===== config.mk =====
export PLATFORM = sky130hd
export DESIGN_NAME = mask_rd_arbiter
export DESIGN_NICKNAME = d
export VERILOG_FILES = /design/src/rtl/mask_rd_arbiter.sv
export SDC_FILE = /design/constraint.sdc
export NUM_CORES = 1
export LEC_CHECK = 0
export CAP_MARGIN = 5
export CORE_ASPECT_RATIO = 0.9
export CORE_MARGIN = 2
export CORE_UTILIZATION = 46
export CTS_CLUSTER_SIZE = 20
export DETAILED_ROUTE_END_ITERATION = 7
export HOLD_SLACK_MARGIN = 0.02
export PLACE_DENSITY = 0.84
export SYNTH_ARGS = -nofsm -noshare
export SYNTH_HDL_FRONTEND = slang
export SYNTH_SLANG_ARGS = --single-unit
export TNS_END_PERCENT = 30

===== constraint.sdc =====
create_clock -name app_clk -period 7.7 [get_ports app_clk]
set_clock_uncertainty 0.2 [all_clocks]
set_input_delay 2.31 -clock app_clk [delete_from_list [all_inputs] [get_ports app_clk]]
set_output_delay 2.31 -clock app_clk [all_outputs]
set_load 0.02 [all_outputs]

===== src/rtl/mask_rd_arbiter.sv =====
// Arbitrates frame_mem port B between the hard real-time display scan and the
// blob-statistics burst reader; a tag pipeline steers each returned bit to its owner.
module mask_rd_arbiter #(
    parameter int H_RES   = 640,
    parameter int V_RES   = 480,
    parameter int AW      = 19,
    parameter int RAM_LAT = 1
) (
    input  logic          app_clk,
    input  logic          app_rst_n,
    input  logic [10:0]   vid_hpos,
    input  logic [10:0]   vid_vpos,
    output logic          disp_px,
    input  logic          req_valid,
    output logic          req_ready,
    input  logic [AW-1:0] req_addr,
    input  logic [9:0]    req_len,
    output logic          rsp_valid,
    output logic          rsp_data,
    output logic          rsp_last,
    output logic          burst_done,
    output logic [AW-1:0] ram_addrb,
    input  logic          ram_doutb
);

    typedef enum logic [1:0] {ST_IDLE, ST_ISSUE, ST_DRAIN, ST_DONE0} state_e;
    typedef enum logic [1:0] {OWN_NONE, OWN_DISP, OWN_ANA} owner_e;
    typedef struct packed {
        owner_e owner;
        logic   last;
    } tag_t;

    localparam tag_t          TAG_NONE   = '{owner: OWN_NONE, last: 1'b0};
    localparam logic [AW-1:0] FRAME_LAST = AW'(H_RES * V_RES - 1);

    state_e        state, state_nxt;
    logic [AW-1:0] cur_addr;
    logic [AW-1:0] addr_hold;
    logic [9:0]    rem;
    logic          disp_need;
    logic          ana_issue;
    logic          accept;
    logic          ana_done;
    logic [AW-1:0] disp_addr;
    tag_t          tag_head;
    tag_t          tag_tail;
    tag_t          tag_pipe [RAM_LAT:1];

    assign disp_need = (vid_hpos < 11'(H_RES)) && (vid_vpos < 11'(V_RES));
    assign disp_addr = AW'(vid_hpos) + AW'(H_RES) * AW'(vid_vpos);
    assign ana_issue = (state == ST_ISSUE) && !disp_need;
    assign accept    = (state == ST_IDLE) && req_valid && req_ready;
    assign tag_tail  = tag_pipe[RAM_LAT];
    assign ana_done  = (tag_tail.owner == OWN_ANA) && tag_tail.last;

    // Display always owns the port; analyzer beats only fill cycles the scan leaves idle.
    always_comb begin
        ram_addrb = addr_hold;
        tag_head  = TAG_NONE;
        if (disp_need) begin
            ram_addrb      = disp_addr;
            tag_head.owner = OWN_DISP;
        end else if (ana_issue) begin
            ram_addrb      = cur_addr;
            tag_head.owner = OWN_ANA;
            tag_head.last  = (rem == 10'd1);
        end
    end

    always_comb begin
        state_nxt = state;
        case (state)
            ST_IDLE:  if (accept) state_nxt = (req_len == 10'd0) ? ST_DONE0 : ST_ISSUE;
            ST_ISSUE: if (ana_issue && rem == 10'd1) state_nxt = ST_DRAIN;
            ST_DRAIN: if (ana_done) state_nxt = ST_IDLE;
            ST_DONE0: state_nxt = ST_IDLE;
            default:  state_nxt = ST_IDLE;
        endcase
    end

    always_ff @(posedge app_clk) begin
        if (!app_rst_n) begin
            state     <= ST_IDLE;
            req_ready <= 1'b0;
            cur_addr  <= '0;
            rem       <= '0;
            addr_hold <= '0;
        end else begin
            state     <= state_nxt;
            req_ready <= (state_nxt == ST_IDLE);
            addr_hold <= ram_addrb;
            if (accept) begin
                cur_addr <= req_addr;
                rem      <= req_len;
            end else if (ana_issue) begin
                cur_addr <= (cur_addr == FRAME_LAST) ? '0 : cur_addr + AW'(1);
                rem      <= rem - 10'd1;
            end
        end
    end

    // Tag stage k describes the read whose data appears on ram_doutb k cycles after issue.
    always_ff @(posedge app_clk) begin
        if (!app_rst_n) begin
            for (int i = 1; i <= RAM_LAT; i++) tag_pipe[i] <= TAG_NONE;
        end else begin
            tag_pipe[1] <= tag_head;
            for (int i = 2; i <= RAM_LAT; i++) tag_pipe[i] <= tag_pipe[i-1];
        end
    end

    always_ff @(posedge app_clk) begin
        if (!app_rst_n) begin
            disp_px    <= 1'b0;
            rsp_valid  <= 1'b0;
            rsp_data   <= 1'b0;
            rsp_last   <= 1'b0;
            burst_done <= 1'b0;
        end else begin
            disp_px    <= (tag_tail.owner == OWN_DISP) ? ram_doutb : 1'b0;
            rsp_valid  <= (tag_tail.owner == OWN_ANA);
            rsp_data   <= (tag_tail.owner == OWN_ANA) ? ram_doutb : 1'b0;
            rsp_last   <= ana_done;
            burst_done <= ana_done || (state == ST_DONE0);
        end
    end

endmodule


==> flow_summary.toml, run 1 <==
[cells_and_area]
syn_to_final_growth_pct = 37.4
layout-drive-gt1-share_pct = 17.1
antenna_cells = 0
finalNetCount = 674
final_common_cell = "clkdlybuf4s50_1"
stdcell_count = 697
mostFrequentLayoutCells = "clkdlybuf4s50_1, dfxtp_1, nand2_1"

[worst_setup_path]
rrSetupSlack_ps = 4380
required_ps = 5190
critical_path_buf_inv_count = 2
crit_slowest_cell = "or4b_4"
cp-startpoint = "vid_vpos[3]"
slowest_delay_ps = 510
arrival_ps = 5410
r2r.worst_path.cells = 7
crit_family = "simple AND/OR/NAND/NOR gates"
crit_fanout = 2
cp.depth = 11
end_kind = "primary output"
worstPathCellList = "buf_8 > ha_4 > ha_4 > fa_1 > or2b_4 > or4b_4 > a2111oi_4 > and4b_4 > mux2_4 > nor3_4 > buf_6"
endpoint = "ram_addrb[18]"
rr_endpoint = "cur_addr[14]"
reg2reg_from = "state[1]"
critical_path_class = "in2out"
crit_path_frequent_cell = "ha_4"
cp-start-kind = "primary input"

[floorplanning]
ioPinCount = 80
dieHeight_um = 90.9
design.core.area_um2 = 8110
fp.dieW_um = 101
start_util_pct = 47.6
std_cell_rows = 31
die-area_um2 = 9130

[placement]
gp_congestion = 0.879
io_buffers = 79
dp_hpwl_mm = 7.99
placed_cells = 677

[sta]
slew_headroom_pct = 19.6
worstMarginPinSlew_ps = 1200
timing.final.crit_share_pct = 103
setup_ws_ps = -216
finalSetupViolCount = 1
rsz0062_at_grt = "true"
finalMaxSlewViolations = 0
hold_viol_final = 0
layout_min_cycle_time_ps = 7920
max_freq_mhz = 126
fin_tns_setup_ps = -216

[route]
vias = 4051
totalWireLength_mm = 10.6
dr.pass1.iters = 6
vias_per_cell = 5.81
drt_iter0_markers = 266
ant_nets = 0
wl_per_cell_um = 15.2
drc = 0

[outcome]
status = "finished, violations left"
violations = "negative setup slack"

[global_routing]
grt_pass1_vias = 3879
antenna_found_initial = 0
grt_util_all_layers_pct = 23.7
grt_pass1_wl_mm = 17.6
grt-ovfl-total = 0
grt_max_degree = 34

[power]
peakVddDrop_v = 0.000124
design_power_total_uw = 983
p_leak_nw = 2.09
powerDensity_nw_per_um2 = 186

[synth]
synth_edf_count = 0
synthesis.nets = 558
synthDistinctLibCells = 61
syn_area_per_cell_um2 = 8.08
syn_inst = 477
netlist_area_um2 = 3860
async_reset_ff_share_pct = 0
synth_seq_cells = 59
synth-main-ff-cell = "dfxtp_1"
yosys_warnings = 0
synth-seq-area-share_pct = 30.6

[clock_tree]
cts_sinks = 59
clk_pin_slew_ps = 70
holdBufCountCts = 0
h-tree-depth = 3
root_buffer = "clkbuf_8"
cts_buffers = 9
cts_tree = "built"
clk_path_buf_depth = 2
clk_latency_ps = 350

[job]
maxCapViolations = 0

[worst_hold_path]
hp-class = "reg2reg"
[sequential cells by signal, indices dropped and copies added, names as in the netlist]
register	flops
rem	10
rsp_data	1
rsp_last	1
rsp_valid	1
tag_pipe	3
req_ready	1
cur_addr	19
state	2
burst_done	1
addr_hold	19
disp_px	1
[worst min-delay path by stage]
stage | startpoint | to | slack, ps | cells after the start
finish | tag_pipe[1][2] | disp_px | 210 | 1
global route | tag_pipe[1][2] | disp_px | 240 | 1
CTS | tag_pipe[1][2] | disp_px | 210 | 1
detailed placement | tag_pipe[1][2] | disp_px | 200 | 1
global placement | tag_pipe[1][2] | disp_px | 190 | 1
floorplan | tag_pipe[1][2] | disp_px | 190 | 1
[synth_stat cells (9+ instances only)]
| master | count | area [um2] |
|---|---|---|
| nand2_1 | 55 | 206 |
| nor3_1 | 13 | 65.1 |
| a21oi_1 | 25 | 125 |
| ha_1 | 24 | 300 |
| a211oi_1 | 14 | 105 |
| o21ai_0 | 31 | 155 |
| a31oi_1 | 10 | 62.6 |
| xnor2_1 | 9 | 78.8 |
| and2_1 | 19 | 119 |
| mux2i_1 | 12 | 120 |
| clkbuf_1 | 20 | 75.1 |
| dfxtp_1 | 59 | 1180 |
| nand3_1 | 16 | 80.1 |
| nor2_1 | 44 | 165 |
| a21o_1 | 11 | 82.6 |
| inv_1 | 11 | 41.3 |
[per-layer routing]
layer	vias to the layer above	share of wire, %	track usage [%]
li1	1979	-	-
met1	1887	44	29.7
met2	165	48	40.5
met3	20	6.7	6.27
met4	0	1.5	5.48
met5	-	0	0
[worst register-to-register path: stages (launching register included)]
cell and delay (ps):
dfxtp_1 370, nand2b_1 910, a31oi_1 110, buf_4 240, nor2_1 910, nor4b_1 110
a221oi_1 250, nor2_1 60
[logic make-up after synthesis]
kind of cell    count (synthesis)  share of synthesized area (%)
mux                            19                           5.35
simple gates                  192                           24.8
flops                          59                           30.6
buf+inv                        33                           3.24
xor+xnor                       17                           4.25
fa+ha+maj                      26                           8.83
compound gates                131                           22.9
[repair_timing]
item                       in CTS  in global routing
resized for setup              46                  5
gates cloned                    0                  0
setup endpoints to repair       6                  4
pin swaps                       9                  0
buffers inserted                4                  0
[report_power, final]
group	leakage [nW]	internal (mW)	switching, mW
Clock	0.0822	0.116	0.126
Sequential	0.480	0.335	0.0307
Combinational	1.53	0.182	0.194
Total	2.09	0.633	0.351
[area by class of cell]
cell class | instances | area [um2]
Inverter | 11 | 41.3
Clock buffer | 10 | 128
Clock inverter | 6 | 42.5
Sequential cell | 59 | 1180
Timing Repair Buffer | 127 | 1140
Multi-Input combinational cell | 385 | 2650
Tap cell | 99 | 124
Fill cell | 683 | 2810
[through the flow]
| stage | cell area, um2 | worst slack [ps] | util, % | hold slack [ps] |
|---|---|---|---|---|
| 2_1_floorplan | 3900 | -133 | - | 187 |
| 3_3_place_gp | 5060 | -1170 | 62.4 | 193 |
| 3_5_place_dp | 5060 | -1220 | 62.4 | 201 |
| 4_1_cts | 5290 | -193 | 65.2 | 211 |
| 5_1_grt | 5300 | -303 | 65.4 | 245 |
| 6_report | 5300 | -216 | 65.4 | 211 |
Power figures use the tool's default switching activity.
==> run 2: changes to the inputs <==
--- a/config.mk
+++ b/config.mk
@@ -13,6 +13,7 @@
 export DETAILED_ROUTE_END_ITERATION = 7
 export HOLD_SLACK_MARGIN = 0.02
 export PLACE_DENSITY = 0.84
+export RECOVER_POWER = 50
 export SYNTH_ARGS = -nofsm -noshare
 export SYNTH_HDL_FRONTEND = slang
 export SYNTH_SLANG_ARGS = --single-unit
==> flow_summary.toml, run 2 (synthesis gave the netlist of run 1 again) <==
[worst_hold_path]
hp-class = "reg2reg"
worstHoldStart = "tag_pipe[1][2]"

[placement]
dp_hpwl_mm = 7.99
gp_congestion = 0.879
io_buffers = 79
dp_slack_ps = -1220

[outcome]
violations = "negative setup slack"
status = "finished, violations left"

[cells_and_area]
antenna_cells = 0
num-fill-cells = 687
syn_to_final_growth_pct = 37.2
final_common_cell = "clkdlybuf4s50_1"
top_regs = "addr_hold (19), cur_addr (19), rem (10)"
mostFrequentLayoutCells = "clkdlybuf4s50_1, dfxtp_1, nand2_1"
layout-drive-gt1-share_pct = 16.6
post-route-util_pct = 65.3
finalNetCount = 674

[sta]
slew_headroom_pct = 20.6
hold_viol_final = 0
max_freq_mhz = 126
finalMaxSlewViolations = 0
finalSetupViolCount = 1
timing.final.crit_share_pct = 103
worstMarginPinSlew_ps = 1190
rsz0062_at_grt = "true"
layout_min_cycle_time_ps = 7920
setup_ws_ps = -216

[route]
ant_nets = 0
totalWireLength_mm = 10.6
drc = 0
dr.pass1.iters = 6
wl_per_cell_um = 15.2
vias = 4055
drt_iter0_markers = 277
vias_per_cell = 5.82

[worst_setup_path]
crit_fanout = 2
cp-startpoint = "vid_vpos[3]"
critical_path_class = "in2out"
required_ps = 5190
arrival_ps = 5410
end_kind = "primary output"
cp-start-kind = "primary input"
reg2reg_from = "state[1]"

[power]
peakVddDrop_v = 0.000124
powerDensity_nw_per_um2 = 186
p_leak_nw = 2.10

[clock_tree]
clk_latency_ps = 350
holdBufCountCts = 0
clk_path_buf_depth = 2
clk_pin_slew_ps = 70
h-tree-depth = 3
cts_sinks = 59
cts_buffers = 9
root_buffer = "clkbuf_8"
cts_tree = "built"

[global_routing]
grt_max_degree = 34
grt_pass1_vias = 3879
grt-ovfl-total = 0
antenna_found_initial = 0
grt_pass1_wl_mm = 17.6
grt_util_all_layers_pct = 23.7

[floorplanning]
ioPinCount = 80
die-area_um2 = 9130
dieHeight_um = 90.9
design.core.area_um2 = 8110
std_cell_rows = 31
start_util_pct = 47.6
fp.dieW_um = 101

[job]
maxCapViolations = 0
## run 2: worst paths after layout
check,end,slack (ps),cells after the start
worst max-delay path,ram_addrb[18],-220,11
worst min-delay path,disp_px,210,1
worst max register to register,cur_addr[14],4400,7
worst min register to register,disp_px,210,1
## run 2: critical path: stages
cell and delay, ps:
buf_8 100, ha_4 230, ha_4 160, fa_1 500, or2b_4 280, or4b_4 510, a2111oi_4 350, and4b_4 310
mux2_4 330, nor3_4 190, buf_6 140
## run 2: repair_timing
item	CTS	global route
setup buffers	4	0
endpoints found under the hold margin	0	0
gates resized for setup	46	5
setup endpoints to repair	6	4
pin swaps	9	0
## run 2: final cells by class
cell class                 count  area [um2]  area share [%]
clock buffer                  10         128            2.41
clock inverter                 6        42.5           0.804
inverter                      11        41.3           0.780
multi-input combinational    385        2650            50.0
sequential                    59        1180            22.3
tap                           99         124            2.34
timing repair buffer         127        1130            21.4
## run 2: per-stage QoR
| step | TNS, ps | power, mW | hold WS (ps) | cells | instance area, um2 |
|---|---|---|---|---|---|
| floorplan | -133 | 0.587 | 187 | 477 | 3900 |
| global placement | -3930 | 0.717 | 193 | 677 | 5060 |
| detailed placement | -4190 | 0.732 | 201 | 677 | 5060 |
| CTS | -193 | 0.981 | 211 | 697 | 5290 |
| global route | -410 | 1.04 | 245 | 697 | 5290 |
| finish | -216 | 0.983 | 210 | 697 | 5290 |
## run 2: metal layers
metal	global-route usage [%]	up-vias	wire, um
met5	0	-	0
met3	6.27	20	607
met2	40.5	154	5060
met1	29.7	1898	4800
met4	5.48	0	156
li1	-	1983	-
## run 2: where the power goes
part	leakage [nW]	switching, mW	internal, mW
registers	0.480	0.0307	0.335
logic	1.53	0.194	0.180
clock network	0.0822	0.127	0.116
